[config.mk]
export PLATFORM = sky130hd
export DESIGN_NAME = pc_sequencer
export DESIGN_NICKNAME = d
export VERILOG_FILES = /design/src/rtl/pc_sequencer.sv
export SDC_FILE = /design/constraint.sdc
export NUM_CORES = 1
export LEC_CHECK = 0
export ABC_AREA = 1
export BUFFER_PORTS_ARGS = -buffer_cell sky130_fd_sc_hd__buf_2
export CAP_MARGIN = 20
export CORE_MARGIN = 5
export CORE_UTILIZATION = 40
export DETAILED_ROUTE_END_ITERATION = 8
export GPL_TIMING_DRIVEN = 0
export PLACE_DENSITY = 0.64
export SKIP_LAST_GASP = 1
export SLEW_MARGIN = 15
export SYNTH_ARGS = -nofsm -noshare
export SYNTH_HDL_FRONTEND = slang
export SYNTH_SLANG_ARGS = --single-unit
[constraint.sdc]
create_clock -name CLK -period 2.17 [get_ports CLK]
set_input_delay 0.1085 -clock CLK [delete_from_list [all_inputs] [get_ports CLK]]
set_output_delay 0.1085 -clock CLK [all_outputs]
set_load 0.02 [all_outputs]
[src/rtl/pc_sequencer.sv]
// pc_sequencer: program-counter sequencer that includes a return-address stack.
//
// Each rising CLK edge selects the next PC. The priority order is:
//   Reset > Stall > Ret > Call > Jump/Branch > sequential (PC + 1)
// Call pushes PC + 1 onto a LIFO stack. Ret pops that stack.
// Overflow is set by a Call made while the stack is full.
// Underflow is set by a Ret made while the stack is empty.
// Both error flags stay set until the next Reset.
//
// Ports:
//   CLK        rising-edge clock
//   Reset      synchronous, active-high reset
//   Stall      hold all state this cycle; any request is dropped
//   Branch     taken-branch request    (PC <= Target)
//   Jump       unconditional jump      (PC <= Target)
//   Call       jump-and-link           (push PC+1, PC <= Target)
//   Ret        return                  (PC <= top of stack, pop)
//   Target     destination for Branch/Jump/Call
//   PC         registered current PC
//   PCPlus     combinational PC + 1, wraps modulo 2^WIDTH
//   Depth      registered stack occupancy
//   Full       combinational, Depth == STACK_DEPTH
//   Empty      combinational, Depth == 0
//   Overflow   sticky: a Call was made while Full
//   Underflow  sticky: a Ret was made while Empty
//   Redirect   high the cycle after a non-sequential PC update
module pc_sequencer #(
  parameter int               WIDTH        = 8,
  parameter logic [WIDTH-1:0] RESET_VECTOR = '0,
  parameter int               STACK_DEPTH  = 4
) (
  input  logic                           CLK,
  input  logic                           Reset,
  input  logic                           Stall,
  input  logic                           Branch,
  input  logic                           Jump,
  input  logic                           Call,
  input  logic                           Ret,
  input  logic [WIDTH-1:0]               Target,
  output logic [WIDTH-1:0]               PC,
  output logic [WIDTH-1:0]               PCPlus,
  output logic [$clog2(STACK_DEPTH):0]   Depth,
  output logic                           Full,
  output logic                           Empty,
  output logic                           Overflow,
  output logic                           Underflow,
  output logic                           Redirect
);

  localparam int AW = $clog2(STACK_DEPTH);
  localparam logic [AW:0] DEPTH_MAX = STACK_DEPTH[AW:0];

  logic [WIDTH-1:0] stack_mem [STACK_DEPTH];
  logic [AW:0]      depth_dec;
  logic [AW-1:0]    top_idx;
  logic [AW-1:0]    push_idx;
  logic             push_en;

  assign PCPlus = PC + 1'b1;
  assign Full   = (Depth == DEPTH_MAX);
  assign Empty  = (Depth == '0);

  // The top entry sits at Depth-1 and the next free slot is at Depth.
  // When Depth == STACK_DEPTH the free-slot index would wrap. That case
  // is harmless because push_en is gated by Full.
  assign depth_dec = Depth - 1'b1;
  assign top_idx   = depth_dec[AW-1:0];
  assign push_idx  = Depth[AW-1:0];

  // A push happens only when Call wins arbitration and the stack has room.
  assign push_en = !Reset && !Stall && !Ret && Call && !Full;

  // The stack storage is not reset, so it can map onto plain registers
  // or a small RAM. Entries at or above Depth are never read.
  always_ff @(posedge CLK) begin
    if (push_en) begin
      stack_mem[push_idx] <= PCPlus;
    end
  end

  always_ff @(posedge CLK) begin
    if (Reset) begin
      PC        <= RESET_VECTOR;
      Depth     <= '0;
      Overflow  <= 1'b0;
      Underflow <= 1'b0;
      Redirect  <= 1'b0;
    end else if (Stall) begin
      Redirect  <= 1'b0;
    end else if (Ret) begin
      // Ret takes priority over Call, so a Call in the same cycle is ignored.
      if (!Empty) begin
        PC       <= stack_mem[top_idx];
        Depth    <= depth_dec;
        Redirect <= 1'b1;
      end else begin
        // A Ret on an empty stack falls through to the sequential path.
        PC        <= PCPlus;
        Underflow <= 1'b1;
        Redirect  <= 1'b0;
      end
    end else if (Call) begin
      if (!Full) begin
        Depth <= Depth + 1'b1;
      end else begin
        // The push is discarded when the stack is full, but the jump still happens.
        Overflow <= 1'b1;
      end
      PC       <= Target;
      Redirect <= 1'b1;
    end else if (Jump || Branch) begin
      PC       <= Target;
      Redirect <= 1'b1;
    end else begin
      PC       <= PCPlus;
      Redirect <= 1'b0;
    end
  end

endmodule

==> impl_metrics.yaml, run 1 <==
cts:
  clockRootBuffer: "clkbuf_8"
  hold_buffers: 0
  cts_buffers: 5
  path_clk_slew_ns: 0.08
  cts_tree: "done"
  cts_buffer_depth: 2
  clk_latency_ns: 0.29
  cts.htree.levels: 2
  cts_sinks: 46
synthesis:
  yosysWarningCount: 0
  synth_top_flop_cell: "edfxtp_1"
  synth_seq_area_share_pct: 53.62
  syn_avg_cell_area_um2: 8.573
  netlist.area_leader.share_pct: 41.51
  synth_top_cell_by_area: "edfxtp_1"
  ys_ff_latch: 46
  synth_top_cells_by_count: "72 x nand2_1, 37 x nor2_1, 32 x edfxtp_1"
  syn-cell-area_um2: 2315
  async_flop_share_pct: 0
  ys_types: 28
  synth_most_common_cell: "nand2_1"
  synth_edf_count: 32
  synth_area_leaders: "edfxtp_1 42%, dfxtp_1 12%, nand2_1 12%"
  synth_nets: 291
  syn-instance-count: 270
setup_path:
  cp.required_ns: 2.19
  cp_top_family: "buffers and inverters"
  worst-setup-path-type: "flop to flop"
  endpoint_kind: "flop"
  cp_num_buf_inv: 5
  critPathSlowestCell: "dfxtp_1"
  cp-start-kind: "flop"
  cp_cell_sequence: "buf_4 > inv_4 > buf_6 > ha_1 > nand2_1 > nand4_1 > buf_4 > nor2_4 > buf_12"
  cp_slowest_stage_delay_ns: 0.38
  cpMostUsedCell: "buf_4"
  arrival_ns: 2.03
  crit_fanout: 12
sta:
  max_freq_mhz: 495.5
  final_hold_viol_count: 0
  finalCriticalPeriod_ns: 2.018
  setup_slack_ns: 0.1518
  rsz0062_at_grt: "false"
  slew_headroom_pct: 63.53
  setup_viol: 0
  final_max_slew_viol_count: 0
  skew_ns: 0.001016
  period_share_pct: 93.00
  whs_ns: 0.07713
  tns_ns: 0
  worst_pin_slew_ns: 0.5452
global_routing:
  antenna_found_initial: 0
  grt_max_degree: 14
  grt_first_pass_wirelength_mm: 9.052
  gr-max-usage-layer: "met2"
  grt.overflow.total: 0
  met1_usage_pct: 20.24
  grt_use_met2_pct: 27.33
  use_met3_pct: 2.017
  grt_usage_pct: 15.78
  grt_pass1_vias: 1883
worst_hold_path:
  hold_class: "input pin to flop"
layout:
  layout.cells.non_filler: 394
  antennaDiodeCount: 0
  postLayoutCellArea_um2: 2779
  utilization_pct: 49.85
  syn_to_final_growth_pct: 20.05
  nets: 342
  fillers: 545
  layout-drive-gt1-share_pct: 22.36
route:
  drc_errors: 0
  wire_per_inst_um: 13.69
  drtIter0Drc: 111
  num_vias: 1854
  ant_nets: 0
  drt-pass1-iter-count: 4
  avgViaCountPerCell: 4.706
  wl_mm: 5.394
placement:
  port-buffer-count: 38
  dp_hpwl_mm: 3.967
  place_congestion: 0.8249
  dpl-instance-area_um2: 2595
  placed_cells: 380
  dp_slack_ns: -0.3269
floorplanning:
  row_count: 27
  die_h_um: 86.07
  start_util_pct: 41.53
  io_pins: 39
  core_um2: 5574
  die_w_um: 86.07
  dieArea_um2: 7408
run_status:
  status: "finished, final reports clean"
pwr:
  fin_total_pwr_mw: 1.939
  power.density_nw_per_um2: 697.8
  peakVddDrop_v: 0.0004622
  power.leakage_nw: 1.248
flow_run:
  cap_violations: 0
[cells in the final DEF (no fill, tap or decap), types with 2 or more instances in the layout]
cell	netlist	final
nand2_1	72	72
buf_2	1	38
nor2_1	37	33
edfxtp_1	32	32
inv_1	31	31
nand3_1	29	29
dfxtp_1	14	14
a21oi_1	9	9
buf_4	4	8
o21ai_0	7	6
nor2_4	2	6
ha_1	6	6
o21ai_1	4	5
clkbuf_8	0	5
o211ai_1	4	4
nand4_1	3	3
nor2_2	2	2
inv_2	2	2
buf_12	0	2
[metal layers]
layer | up-vias | wire [um]
li1 | 980 | -
met1 | 827 | 2434
met2 | 40 | 2685
met3 | 7 | 201
met4 | 0 | 74
met5 | - | 0
[cell families after synthesis]
logic type               share of synthesized area (%)
buffers and inverters                            7.622
XOR/XNOR                                        0.7569
AO/OA/AOI/OAI                                    6.595
AND/OR/NAND/NOR                                  28.16
adder cells (fa/ha/maj)                          3.243
flip-flops                                       53.62
[worst reg2reg max path, stage by stage, from the launching register on]
cell	delay (ns)
dfxtp_1	0.38
buf_4	0.20
inv_4	0.08
buf_6	0.15
ha_1	0.24
nand2_1	0.12
nand4_1	0.10
buf_4	0.19
nor2_4	0.15
buf_12	0.14
[where the power goes]
group          total [mW]  internal (mW)  switching [mW]
logic               0.442          0.144           0.298
clock network       0.497          0.222           0.275
registers            1.00          0.976          0.0242
[state kept, by name, summed over array words and instances, names as in the netlist]
signal,cells
Overflow,1
Underflow,1
Depth,3
PC,8
Redirect,1
stack_mem,32
[area by class of cell]
type	count	area, um2	area share, %
Inverter	34	130.1	4.683
Timing Repair Buffer	44	260.3	9.365
Multi-Input combinational cell	184	927.1	33.36
Tap cell	72	90.09	3.242
Sequential cell	46	1241	44.66
Clock buffer	6	72.57	2.611
Buffer	6	48.80	1.756
Clock inverter	2	8.758	0.3152
[final timing paths]
kind / to / from / cells after the start / slack (ns)
worst max-delay path: stack_mem[1][7]$_DFFE_PP_ / Depth[0]$_SDFFE_PP0P_ / 9 / 0.15
worst min-delay path: PC[6]$_SDFFE_PP0N_ / Reset / 2 / 0.08
worst max register to register: stack_mem[1][7]$_DFFE_PP_ / Depth[0]$_SDFFE_PP0P_ / 9 / 0.15
worst min register to register: Overflow$_SDFFE_PP0P_ / Overflow$_SDFFE_PP0P_ / 2 / 0.47
[what timing repair did]
action,4_1_cts,5_1_grt
buffers inserted,6,0
pin swaps,5,1
setup endpoints to repair,32,12
resized for setup,8,2
(Power assumes the default switching activity.)
==> inputs of run 2 (changes only) <==
- PLACE_DENSITY: 0.64 -> not set
- PLACE_DENSITY_LB_ADDON: not set -> 0.08
==> run 2 against run 1 <==
Clock power is 26% higher; first-iteration DRC count is 14% lower; sequential power hardly changed; clock-buffer cell count is 1 lower; register-to-register slack worse by 0.03 ns; final cell count is 0.25% lower; combinational power hardly changed; maximum frequency is 1.5% lower; non-clock buffer count is 1 lower; sequential share of layout area is 0.52 points lower; critical endpoint is now stack_mem[1][1]$_DFFE_PP_.
==> impl_metrics.yaml, run 2 (synthesis results as in run 1) <==
sta:
  rsz0062_at_grt: "true"
  final_max_slew_viol_count: 0
  finalCriticalPeriod_ns: 2.048
  tns_ns: 0
  setup_viol: 0
  max_freq_mhz: 488.3
  final_hold_viol_count: 0
  skew_ns: 0.007335
  slew_headroom_pct: 57.19
  period_share_pct: 94.38
  worst_pin_slew_ns: 0.6399
global_routing:
  grt.overflow.total: 0
  antenna_found_initial: 0
  grt_first_pass_wirelength_mm: 9.004
  grt_max_degree: 15
  grt_usage_pct: 15.67
  grt_pass1_vias: 1796
floorplanning:
  start_util_pct: 41.53
  io_pins: 39
  die_w_um: 86.07
  dieArea_um2: 7408
  core_um2: 5574
  row_count: 27
  die_h_um: 86.07
layout:
  nets: 341
  final_cell_mix: "72 x nand2_1, 38 x buf_2, 33 x nor2_1"
  reg_top3: "stack_mem x32, PC x8, Depth x3"
  layout-drive-gt1-share_pct: 22.74
  layout.cells.non_filler: 393
  layout_commonest_cell: "nand2_1"
  syn_to_final_growth_pct: 21.46
  largest_reg_flops: 32
  top_register: "stack_mem"
  fillers: 572
  antennaDiodeCount: 0
pwr:
  swShare_pct: 29.38
  power.leakage_nw: 1.261
  pwr-share-seq_pct: 48.4
  combPwrFrac_pct: 21.4
  p_switching_mw: 0.6072
  p_int_mw: 1.460
  power.density_nw_per_um2: 735.1
  clockPowerShare_pct: 30.2
  peakVddDrop_v: 0.0003196
route:
  wire_per_inst_um: 13.85
  num_vias: 1861
  avgViaCountPerCell: 4.735
  drtIter0Drc: 96
  drc_errors: 0
  wl_mm: 5.445
  drt-pass1-iter-count: 4
  ant_nets: 0
setup_path:
  reg2reg_depth: 9
  cp_num_buf_inv: 5
  cp.required_ns: 2.19
  arrival_ns: 2.06
  crit-reg2reg-launch: "Depth[0]$_SDFFE_PP0P_"
  rrSetupSlack_ns: 0.12
  crit_fanout: 12
  cp_top_family: "buffers and inverters"
  endpoint_kind: "flop"
  cp_cell_sequence: "buf_4 > inv_4 > buf_6 > ha_1 > nand2_1 > nand4_1 > buf_4 > nor2_4 > buf_12"
  cp-start-kind: "flop"
  worst-setup-path-type: "flop to flop"
  critPathSlowestCell: "dfxtp_1"
  critical_path_depth: 9
  cpMostUsedCell: "buf_4"
  startpoint: "Depth[0]$_SDFFE_PP0P_"
  timing.rr.end: "stack_mem[1][1]$_DFFE_PP_"
  cp_slowest_stage_delay_ns: 0.39
  endpoint: "stack_mem[1][1]$_DFFE_PP_"
cts:
  cts_tree: "done"
  cts_buffers: 5
  hold_buffers: 0
  cts_sinks: 46
  cts.htree.levels: 2
  cts_buffer_depth: 2
  clk_latency_ns: 0.30
  path_clk_slew_ns: 0.09
  clockRootBuffer: "clkbuf_8"
worst_hold_path:
  hold_class: "input pin to flop"
  hold_start: "Reset"
run_status:
  status: "finished, final reports clean"
placement:
  port-buffer-count: 38
  dp_hpwl_mm: 4.010
  placed_cells: 380
  place_congestion: 0.7999
flow_run:
  cap_violations: 0
==> run 2: cell count changes in the layout (fill, tap and decap cells not counted) <==
cell,previous run,this run
buf_4,8,6
buf_12,2,3
bufinv_16,0,1
clkbuf_1,1,0
clkinv_1,1,0
clkinv_2,1,2
o21ai_0,6,7
o21ai_1,5,4
==> run 2: power groups by stage <==
stage                     clock network [mW]  logic [mW]  registers [mW]
after floorplan                            0       0.270            1.05
after global placement                     0       0.429            1.02
after detailed placement                   0       0.431            1.02
after CTS                              0.637       0.444            1.00
after global routing                   0.678       0.496            1.01
final                                  0.624       0.442            1.00
==> run 2: worst register-to-register path: stages, from the launching register on <==
cell	delay [ns]
dfxtp_1	0.39
buf_4	0.21
inv_4	0.08
buf_6	0.15
ha_1	0.24
nand2_1	0.12
nand4_1	0.10
buf_4	0.19
nor2_4	0.15
buf_12	0.14
==> run 2: area by class of cell <==
| class | count | area [um2] | share of cell area (%) |
|---|---|---|---|
| inverters | 34 | 130.1 | 4.628 |
| well taps | 72 | 90.09 | 3.204 |
| clock buffers | 5 | 68.82 | 2.448 |
| plain buffers | 6 | 48.80 | 1.736 |
| flip-flops and latches | 46 | 1241 | 44.15 |
| clock inverters | 3 | 40.04 | 1.424 |
| repair buffers | 43 | 265.3 | 9.435 |
| multi-input cells | 184 | 927.1 | 32.98 |
==> run 2: metrics by stage <==
stage | power, mW | worst slack [ns] | util, % | hold slack (ns) | area [um2]
2_1_floorplan | 1.315 | 0.07647 | - | 0.1776 | 2315
3_3_place_gp | 1.449 | -0.3574 | 46.55 | 0.3944 | 2595
3_5_place_dp | 1.453 | -0.3424 | 46.55 | 0.3952 | 2595
4_1_cts | 2.082 | 0.07712 | 50.39 | 0.07726 | 2809
5_1_grt | 2.181 | -0.004688 | 50.44 | 0.07926 | 2811
6_report | 2.067 | 0.1219 | 50.44 | 0.07667 | 2811
==> run 2: repair_timing <==
action / in CTS / in global routing
endpoints found under the setup margin: 32 / 9
gates resized for setup: 8 / 1
pin swaps: 5 / 1
buffers inserted: 5 / 0
==> run 2: how the worst min path moves through the flow <==
| stage | to | cells past startpoint |
|---|---|---|
| global route | PC[5]$_SDFFE_PP0N_ | 2 |
| finish | PC[3]$_SDFFE_PP0N_ | 2 |
| floorplan | PC[5]$_SDFFE_PP0N_ | 1 |
| global placement | PC[5]$_SDFFE_PP0N_ | 2 |
| detailed placement | Underflow$_SDFFE_PP0P_ | 2 |
| CTS | PC[3]$_SDFFE_PP0N_ | 2 |
==> run 2: routing by layer <==
layer / up-vias / share of wire (%) / routed length [um] / global-route usage, %
li1: 976 / - / - / -
met4: 0 / 0.40 / 22 / 3.453
met5: - / 0 / 0 / 0
met2: 43 / 47 / 2575 / 25.51
met3: 3 / 4.3 / 236 / 2.690
met1: 839 / 48 / 2610 / 21.80
==> inputs of run 3 (changes only) <==
- clock period: 2.17 -> 2.1 ns (I/O delays scaled with it)
==> run 3 against run 2 <==
Clock power is 3% higher; clock skew down 0.0011 ns; wire length about the same; sequential share of layout area about the same; design area up 0.18%; sequential power grew 4%; core utilization is 0.090 points higher; non-clock buffer count did not move; register-to-register slack better by 0.02 ns.
==> impl_metrics.yaml, run 3 (synthesis results as in run 1) <==
setup_path:
  arrival_ns: 1.97
  worst-setup-path-type: "flop to flop"
  cp.required_ns: 2.11
  rrSetupSlack_ns: 0.14
  crit-reg2reg-launch: "Depth[0]$_SDFFE_PP0P_"
  reg2reg_depth: 9
  crit_fanout: 12
  cp-start-kind: "flop"
  endpoint_kind: "flop"
  timing.rr.end: "stack_mem[1][1]$_DFFE_PP_"
layout:
  utilization_pct: 50.53
  final_cell_mix: "72 x nand2_1, 38 x buf_2, 33 x nor2_1"
  reg_top3: "stack_mem x32, PC x8, Depth x3"
  layout-drive-gt1-share_pct: 23.05
  syn_to_final_growth_pct: 21.68
  top_register: "stack_mem"
  antennaDiodeCount: 0
  layout_commonest_cell: "nand2_1"
  largest_reg_flops: 32
  nets: 341
run_status:
  status: "finished, final reports clean"
route:
  num_vias: 1862
  drtIter0Drc: 101
  ant_nets: 0
  drc_errors: 0
  wl_mm: 5.448
  wire_per_inst_um: 13.86
  drt-pass1-iter-count: 4
  avgViaCountPerCell: 4.738
worst_hold_path:
  worstHoldPathCells: 2
  hold_start: "Reset"
  hold_class: "input pin to flop"
  min_to: "PC[3]$_SDFFE_PP0N_"
sta:
  max_freq_mhz: 509.9
  slew_headroom_pct: 58.32
  worst_pin_slew_ns: 0.6232
  tns_ns: 0
  period_share_pct: 93.39
  final_max_slew_viol_count: 0
  rsz0062_at_grt: "false"
  final_hold_viol_count: 0
  whs_ns: 0.07506
  skew_ns: 0.006269
  finalCriticalPeriod_ns: 1.961
  setup_viol: 0
cts:
  clockRootBuffer: "clkbuf_8"
  cts_buffer_depth: 2
  cts_sinks: 46
  cts_tree: "done"
  path_clk_slew_ns: 0.09
  cts_buffers: 5
  hold_buffers: 0
  clk_latency_ns: 0.29
  cts.htree.levels: 2
flow_run:
  cap_violations: 0
placement:
  dp_hpwl_mm: 4.010
  place_congestion: 0.7999
  port-buffer-count: 38
floorplanning:
  io_pins: 39
  dieArea_um2: 7408
  row_count: 27
  die_w_um: 86.07
  core_um2: 5574
  start_util_pct: 41.53
  die_h_um: 86.07
global_routing:
  grt_max_degree: 15
  grt_pass1_vias: 1796
  grt_usage_pct: 15.67
  grt_first_pass_wirelength_mm: 9.004
  grt.overflow.total: 0
  antenna_found_initial: 0
pwr:
  power.leakage_nw: 1.262
  peakVddDrop_v: 0.0003302
  power.density_nw_per_um2: 757.6
==> run 3: routing by layer <==
layer / share of wire [%] / vias to the layer above / GRT usage [%] / wire length (um)
met5: 0 / - / 0 / 0
met4: 0.40 / 0 / 3.453 / 22
met3: 5.3 / 3 / 2.690 / 290
met2: 47 / 48 / 25.51 / 2586
met1: 47 / 836 / 21.80 / 2549
li1: - / 975 / - / -
==> run 3: power breakdown <==
group / switching [mW] / internal [mW]
logic: 0.306 / 0.151
registers: 0.0261 / 1.01
clock network: 0.291 / 0.350
total: 0.623 / 1.51
==> run 3: worst max-delay path by stage <==
| stage | endpoint | start | depth (start not counted) |
|---|---|---|---|
| 2_1_floorplan | stack_mem[1][0]$_DFFE_PP_ | Depth[0]$_SDFFE_PP0P_ | 7 |
| 3_3_place_gp | stack_mem[0][7]$_DFFE_PP_ | Depth[0]$_SDFFE_PP0P_ | 7 |
| 3_5_place_dp | stack_mem[0][7]$_DFFE_PP_ | Depth[0]$_SDFFE_PP0P_ | 7 |
| 4_1_cts | PC[2]$_SDFFE_PP0N_ | Depth[0]$_SDFFE_PP0P_ | 11 |
| 5_1_grt | stack_mem[2][5]$_DFFE_PP_ | Depth[0]$_SDFFE_PP0P_ | 8 |
| 6_report | stack_mem[1][1]$_DFFE_PP_ | Depth[0]$_SDFFE_PP0P_ | 9 |
==> run 3: final cells by class <==
type | instances | area (um2)
timing repair buffer | 43 | 265.3
sequential | 46 | 1242
fill | 571 | 2758
clock inverter | 3 | 40.04
buffer | 6 | 52.55
multi-input combinational | 184 | 927.1
inverter | 34 | 130.1
tap | 72 | 90.09
clock buffer | 5 | 68.82
==> run 3: stage by stage <==
step           worst slack, ns  cell area [um2]  power (mW)  std cells
2_1_floorplan         0.006469             2315       1.359        270
3_3_place_gp           -0.4274             2595       1.497        380
3_5_place_dp           -0.4124             2595       1.501        380
4_1_cts               0.007122             2809       2.152        393
5_1_grt                0.04595             2816       2.257        393
6_report                0.1387             2816       2.134        393
==> run 3: critical path, stage by stage, from the launching register on <==
cell and delay [ns]:
dfxtp_2 0.37, buf_6 0.16, inv_4 0.06, buf_6 0.14
ha_1 0.24, nand2_1 0.12, nand4_1 0.10, buf_4 0.19
nor2_4 0.15, buf_12 0.14
==> run 3: what timing repair did <==
| action | 4_1_cts | 5_1_grt |
|---|---|---|
| setup endpoints to repair | 32 | 40 |
| setup buffers | 5 | 0 |
| pin swaps | 5 | 1 |
| gates cloned | 0 | 0 |
| resized for setup | 8 | 4 |
| endpoints found under the hold margin | 0 | 0 |
